<file path="src/rtl/pipe_hazard_unit.sv">
// pipe_hazard_unit: parametrised load-use stall, branch flush and EX operand-forward control
module pipe_hazard_unit #(
  parameter int NSTAGE = 3,
  parameter int AW = 5,
  parameter int LOAD_FWD = 3,
  parameter int CW = 16
) (
  input  logic                          clk,
  input  logic                          reset,
  input  logic                          id_valid,
  input  logic [AW-1:0]                 id_rs1,
  input  logic [AW-1:0]                 id_rs2,
  input  logic                          id_rs1_used,
  input  logic                          id_rs2_used,
  input  logic [AW-1:0]                 id_rd,
  input  logic                          id_regwrite,
  input  logic                          id_memread,
  input  logic                          branch_taken,
  input  logic                          ext_stall,
  output logic                          stall,
  output logic                          if_write,
  output logic                          ifid_flush,
  output logic [$clog2(NSTAGE+1)-1:0]   fwd_a,
  output logic [$clog2(NSTAGE+1)-1:0]   fwd_b,
  output logic                          ex_valid,
  output logic [CW-1:0]                 stall_cnt,
  output logic [CW-1:0]                 flush_cnt
);
  localparam int FW = $clog2(NSTAGE+1);
  logic [NSTAGE:1] v, rw, mr, writer;
  logic [AW-1:0] rd [1:NSTAGE];
  logic [AW-1:0] exRs1, exRs2;
  logic exU1, exU2;
  always_comb begin
    writer = '0;
    stall = 1'b0;
    fwd_a = '0;
    fwd_b = '0;
    for (int s = 1; s <= NSTAGE; s++) begin
      writer[s] = v[s] & rw[s] & (rd[s] != '0);
      if (writer[s] && mr[s] && s + 1 < LOAD_FWD && id_valid &&
          ((id_rs1_used && id_rs1 == rd[s]) || (id_rs2_used && id_rs2 == rd[s])))
        stall = 1'b1;
    end
    // descending scan so the nearest eligible writer is the last to assign
    for (int s = NSTAGE; s >= 2; s--) begin
      if (writer[s] && (!mr[s] || s >= LOAD_FWD) && v[1]) begin
        if (exU1 && exRs1 == rd[s]) fwd_a = FW'(s);
        if (exU2 && exRs2 == rd[s]) fwd_b = FW'(s);
      end
    end
  end
  assign if_write = ~stall & ~ext_stall;
  assign ifid_flush = branch_taken & id_valid & ~stall & ~ext_stall;
  assign ex_valid = v[1];
  // only validity and counters need clearing; other fields are gated by v
  always_ff @(posedge clk) begin
    if (reset) begin
      v <= '0;
      stall_cnt <= '0;
      flush_cnt <= '0;
    end else if (!ext_stall) begin
      v <= {v[NSTAGE-1:1], id_valid & ~stall};
      rw <= {rw[NSTAGE-1:1], id_regwrite};
      mr <= {mr[NSTAGE-1:1], id_memread};
      rd[1] <= id_rd;
      for (int s = 2; s <= NSTAGE; s++) rd[s] <= rd[s-1];
      exRs1 <= id_rs1;
      exRs2 <= id_rs2;
      exU1 <= id_rs1_used;
      exU2 <= id_rs2_used;
      if (stall && stall_cnt != '1) stall_cnt <= stall_cnt + 1'b1;
      if (ifid_flush && flush_cnt != '1) flush_cnt <= flush_cnt + 1'b1;
    end
  end
endmodule

</file>
<file path="config.mk">
export PLATFORM = sky130hd
export DESIGN_NAME = pipe_hazard_unit
export DESIGN_NICKNAME = d
export VERILOG_FILES = /design/src/rtl/pipe_hazard_unit.sv
export SDC_FILE = /design/constraint.sdc
export NUM_CORES = 1
export LEC_CHECK = 0
export ABC_AREA = 1
export CORE_MARGIN = 2
export CORE_UTILIZATION = 45
export DETAILED_ROUTE_END_ITERATION = 7
export PLACE_DENSITY_LB_ADDON = 0.2
export SYNTH_ARGS = -nofsm -noshare
export SYNTH_HDL_FRONTEND = slang
export SYNTH_SLANG_ARGS = --single-unit
</file>
<file path="constraint.sdc">
create_clock -name clk -period 3.3 [get_ports clk]
set_input_delay 0.495 -clock clk [delete_from_list [all_inputs] [get_ports clk]]
set_output_delay 0.495 -clock clk [all_outputs]
set_load 0.005 [all_outputs]
</file>
Word level (Yosys, flattened, before mapping)
Memory sizes are Yosys's and may differ from the RTL's.
Cells that the tools add are included.
W data, S select, Z words.
{"block": "classes", "n_reduce_logical": 22, "n_bitwise": 14, "n_addsub": 2, "muxes": 12, "n_eq_ne": 8}
{"cell": "$add A16 B1 Y16 const B", "n": 2}
{"cell": "$ne A16 B16 Y1 const B", "n": 2}
{"cell": "$eq A5 B5 Y1", "n": 6}
{"cell": "$mux W2", "n": 8}
{"cell": "$reduce_bool A5 Y1", "n": 3}
{"cell": "$logic_and A1 B1 Y1", "n": 14}
{"cell": "$and A1 B1 Y1", "n": 11}
{"cell": "$reduce_and A2 Y1", "n": 3}
{"cell": "$mux W1", "n": 4}
{"cell": "$not A1 Y1", "n": 3}
{"cell": "$logic_not A1 Y1", "n": 1}
{"cell": "$logic_or A1 B1 Y1", "n": 1}
{"block": "totals", "output_inout_bits": 40, "register_bits": 52, "mem_count": 1, "ram_bits": 15}
{"memory": "rd", "words": 3, "width": 5, "read_ports": 3, "rd_clocked_by_memory_dff": 0, "write_ports": 3, "line": "31", "rtl": "logic [AW-1:0] rd [1:NSTAGE];"}

Depth between registers and ports, before layout
{"block": "depth", "word_depth": 11, "depth_mapped": 13, "ltp_nobuf": 13}

Least setup slack after synthesis
Ideal clock, no wire load.
{"block": "synth_path", "path_type": "input-to-reg", "from": "in reset", "to": "reg exRs1[0], enable pin", "setup_time_ps": 421, "arrival_time_ps": 2233, "cell_stages": 3, "path_slack_ps": 646, "n_path_buf": 2, "path_cell_list": "clkbuf_1 -> clkbuf_1 -> nor2_1"}
{"block": "synth_between", "elab_chain_cells": 2}
{"element": "start, declared", "line": "9", "rtl": "input logic reset,"}
{"element": "$not A1 Y1 (no line)"}
{"element": "$reduce_and A2 Y1 (no line)"}
{"element": "end signal, assigned", "line": "68", "rtl": "exRs1 <= id_rs1;"}
{"element": "end, declared", "line": "32", "rtl": "logic [AW-1:0] exRs1, exRs2;"}
Every way passes these cells.
A chain may end at the register's enable or synchronous reset.

Final worst setup path
{"block": "layout_path", "from": "in id_rs1[1]", "to": "out ifid_flush"}
{"block": "layout_between", "elab_chain_cells": 8}
{"element": "start, declared", "line": "11", "rtl": "input logic [AW-1:0] id_rs1,"}
{"element": "$eq A5 B5 Y1", "line": "42", "rtl": "((id_rs1_used && id_rs1 == rd[s]) || (id_rs2_used && id_rs2 == rd[s])))"}
{"element": "$logic_and A1 B1 Y1", "line": "42"}
{"element": "$logic_or A1 B1 Y1", "line": "42"}
{"element": "$logic_and A1 B1 Y1", "line": "41", "rtl": "if (writer[s] && mr[s] && s + 1 < LOAD_FWD && id_valid &&"}
{"element": "$mux W1", "line": "41"}
{"element": "$not A1 Y1", "line": "54", "rtl": "assign ifid_flush = branch_taken & id_valid & ~stall & ~ext_stall;"}
{"element": "$and A1 B1 Y1 (2 in series)", "line": "54"}
{"element": "end, declared", "line": "22", "rtl": "output logic ifid_flush,"}
Every way passes these cells.

==> impl_results.md <==
* Most frequent cells after synthesis: nand2_1 (113), inv_1 (53), nor2_1 (50), dfxtp_1 (35), edfxtp_1 (32)
* Row cnt at 32
* CORE AREA at 7730 um2
* Placed insts at 609
* First-pass iteration count of the detailed router at 4
* WS Path Type: input port to output port
* Sw Ratio at 24.1%
* Antenna violations before repair at 0
* Fmax at 352 MHz
* # resized after CTS at 0
* Total global-route track usage at 19.6%
* Sw Pwr at 415 uW
* Chip Height at 93.1 um
* Post-route setup slack at 0.461 ns
* First-pass GRT wire length at 13,300 um
* CTS tree: done
* Final hold violation count at 0
* Peak supply drop at 0.000249 V
* Postcts setup bufs at 0
* Power Dens Cells at 384 nW/um2
* # port buffers at 63
* Vias in the first global route at 2,906
* Vias per inst at 5.00
* Endpoint, Worst Hold: rw[2]
* Synth cell types at 37
* Clock power frac at 39.2%
* Root Buffer Master: clkbuf_8
* Placed instance area at 4290 um2
* TNS Setup at 0 ns
* Final cycle utilization of the critical path at 86.0%
* Initial Util at 46.3%
* Die area at 8670 um2
* Dominant cell type by area after synthesis: edfxtp_1
* Min-Delay Path Depth at 0
* Syn Area/Cell at 7.91 um2
* Top cells by area, synth: edfxtp_1 (27%), dfxtp_1 (20%), nand2_1 (12%)
* Type of origin of the critical path: input port
* Critical R2R Capture: stall_cnt[2]
* Routed WL at 8260 um
* Reg-to-reg startpoint: stall_cnt[0]
* Comb power frac at 7.3%
* GRT Residual Overflow at 0
* Worst R2R Path Depth at 10
* RSZ-0062 raised after global routing: false
* DR vias at 3,128
* DPL Wire Length at 6040 um
* Ys flop type: dfxtp_1
* Drt first-iter violations at 142
* Ant. Diodes at 0
* Clk_lat worst skew at 0.34 ns
* Slew HR at 68.5%
* Final instance count without filler cells at 625
* Post-synthesis sequential area ratio at 46.5%
* Hold Startpoint: rw[1]
* Tmin final at 2.84 ns
* Max FO, Critical Path at 3
* Worst-path clk slew at 0.07 ns
* CTS Hold Bufs at 0
* Most frequent cell after synthesis: nand2_1
* Post-synth top area share at 26.9%
* Synthesis-stage register bit count at 67
* Ys Warns at 0
* H-tree levels at 3
* Max-cap violations at 0
* CP arrival at 2.34 ns
* Hold Slack at 0.460 ns
* # IOs at 64
* Final slew viol count at 0
* Largest net degree at the start of global routing at 33
* Layout overhead on the synthesized area at 25.4%
* Ys async rst share at 0%
* DP Worst Slack at 0.479 ns
* Share of cells above drive strength 1 at 7.46%
* Sink Count at 67
* Sequential power share at 53.5%
* Worst-Margin Slew at 0.468 ns
* DR WL/cell at 13.2 um
* Die X-Extent at 93.1 um
* Pleak at 1.73 nW
* CP endpoint kind: output port
* Power, Total at 1.72 mW
* Flop-to-flop setup slack at 1.21 ns
* DRC at 0
* Nets at 544
* CP required at 2.80 ns
* TritonCTS buffer count at 9
* Routability Congestion at 0.860
* Syn_nets at 478
* Clock Skew at 0.00568 ns
* Post-synthesis cell area at 3570 um2
* Endpoints failing setup at 0
* P_int at 1.31 mW
* Non-Filler Cell Area, Final at 4480 um2
* Number of synthesized flops with an enable pin at 32
* Hold WC Path Type: flop to flop
* Fill cell total of the finished layout at 719
* Final Core Density at 58.0%
* ANT nets after route at 0
* Maximum root-to-sink buffer count at 2
* Post-Syn Instances at 452
* Status: finished clean
-- worst max-delay path: stages --
cell and delay (ns):
clkdlybuf4s50_1 0.54, nand2_1 0.08, nand2_1 0.06, nor2_1 0.04, nand3_1 0.07, nand2_1 0.08
nand2_2 0.11, clkinv_2 0.10, nor3_1 0.22, clkdlybuf4s50_1 0.55
-- flip-flops by register name, indices dropped and copies added (netlist names) --
| register | flops |
|---|---|
| exRs1 | 5 |
| rw | 3 |
| mr | 2 |
| exU2 | 1 |
| flush_cnt | 16 |
| v | 3 |
| rd | 15 |
| stall_cnt | 16 |
| exRs2 | 5 |
| exU1 | 1 |
-- how the worst max path moves through the flow --
stage                   start          to  slack (ns)
finish              id_rs1[1]  ifid_flush        0.46
global route         rd[0][8]  ifid_flush        0.27
CTS                  rd[0][8]  ifid_flush        0.42
detailed placement  id_rs2[1]  ifid_flush        0.48
global placement    id_rs2[1]  ifid_flush        0.47
floorplan               reset    exRs1[0]        0.65
-- layer usage --
| layer | up-vias | GRT usage, % | share of wire [%] |
|---|---|---|---|
| met4 | 0 | 9.19 | 2.0 |
| met1 | 1430 | 25.0 | 46 |
| met5 | - | 0 | 0 |
| li1 | 1616 | - | - |
| met3 | 12 | 3.30 | 3.9 |
| met2 | 70 | 32.5 | 48 |
-- placed cells by master (no fill, tap or decap), drive strengths merged --
cell           netlist  layout
ha                   2       2
o311ai               1       1
buf                  6       3
a21oi               30      30
o21bai               2       2
or2                  2       2
a31oi                1       1
nand3b               3       3
o21ai               11      11
nor4                 2       2
dfxtp               35      35
o22ai                2       2
xnor2                7       7
bufinv               0       1
clkinvlp             0       2
nand4               20      20
nor2                50      50
nand2              116     116
xor2                20      20
inv                 58      58
edfxtp              32      32
a21boi               1       1
clkbuf               5      10
nand3               25      25
nor3                20      20
clkdlybuf4s50        0      63
clkinv               1       4
-- cells by family after synthesis --
| group | after synthesis | share of synthesized area, % |
|---|---|---|
| flip-flops | 67 | 46.5 |
| buffers and inverters | 70 | 8.23 |
| XOR/XNOR | 27 | 6.62 |
| AND/OR/NAND/NOR | 238 | 30.4 |
| adder cells (fa/ha/maj) | 2 | 0.700 |
| AO/OA/AOI/OAI | 48 | 7.56 |
-- cell type report --
| cell class | count | area (um2) | share of cell area, % |
|---|---|---|---|
| clock inverters | 6 | 66.3 | 1.48 |
| flip-flops and latches | 67 | 1660 | 37.1 |
| well taps | 102 | 128 | 2.85 |
| clock buffers | 10 | 128 | 2.85 |
| multi-input cells | 315 | 1620 | 36.2 |
| repair buffers | 66 | 653 | 14.6 |
| inverters | 59 | 225 | 5.02 |
-- power groups by stage --
stage,Combinational (mW),Sequential (mW),Clock (mW)
5_1_grt,0.141,0.923,0.730
6_report,0.126,0.920,0.674
3_3_place_gp,0.125,0.938,0
2_1_floorplan,0.0701,0.933,0
3_5_place_dp,0.127,0.939,0
4_1_cts,0.127,0.920,0.691
Power figures use the tool's default switching activity.
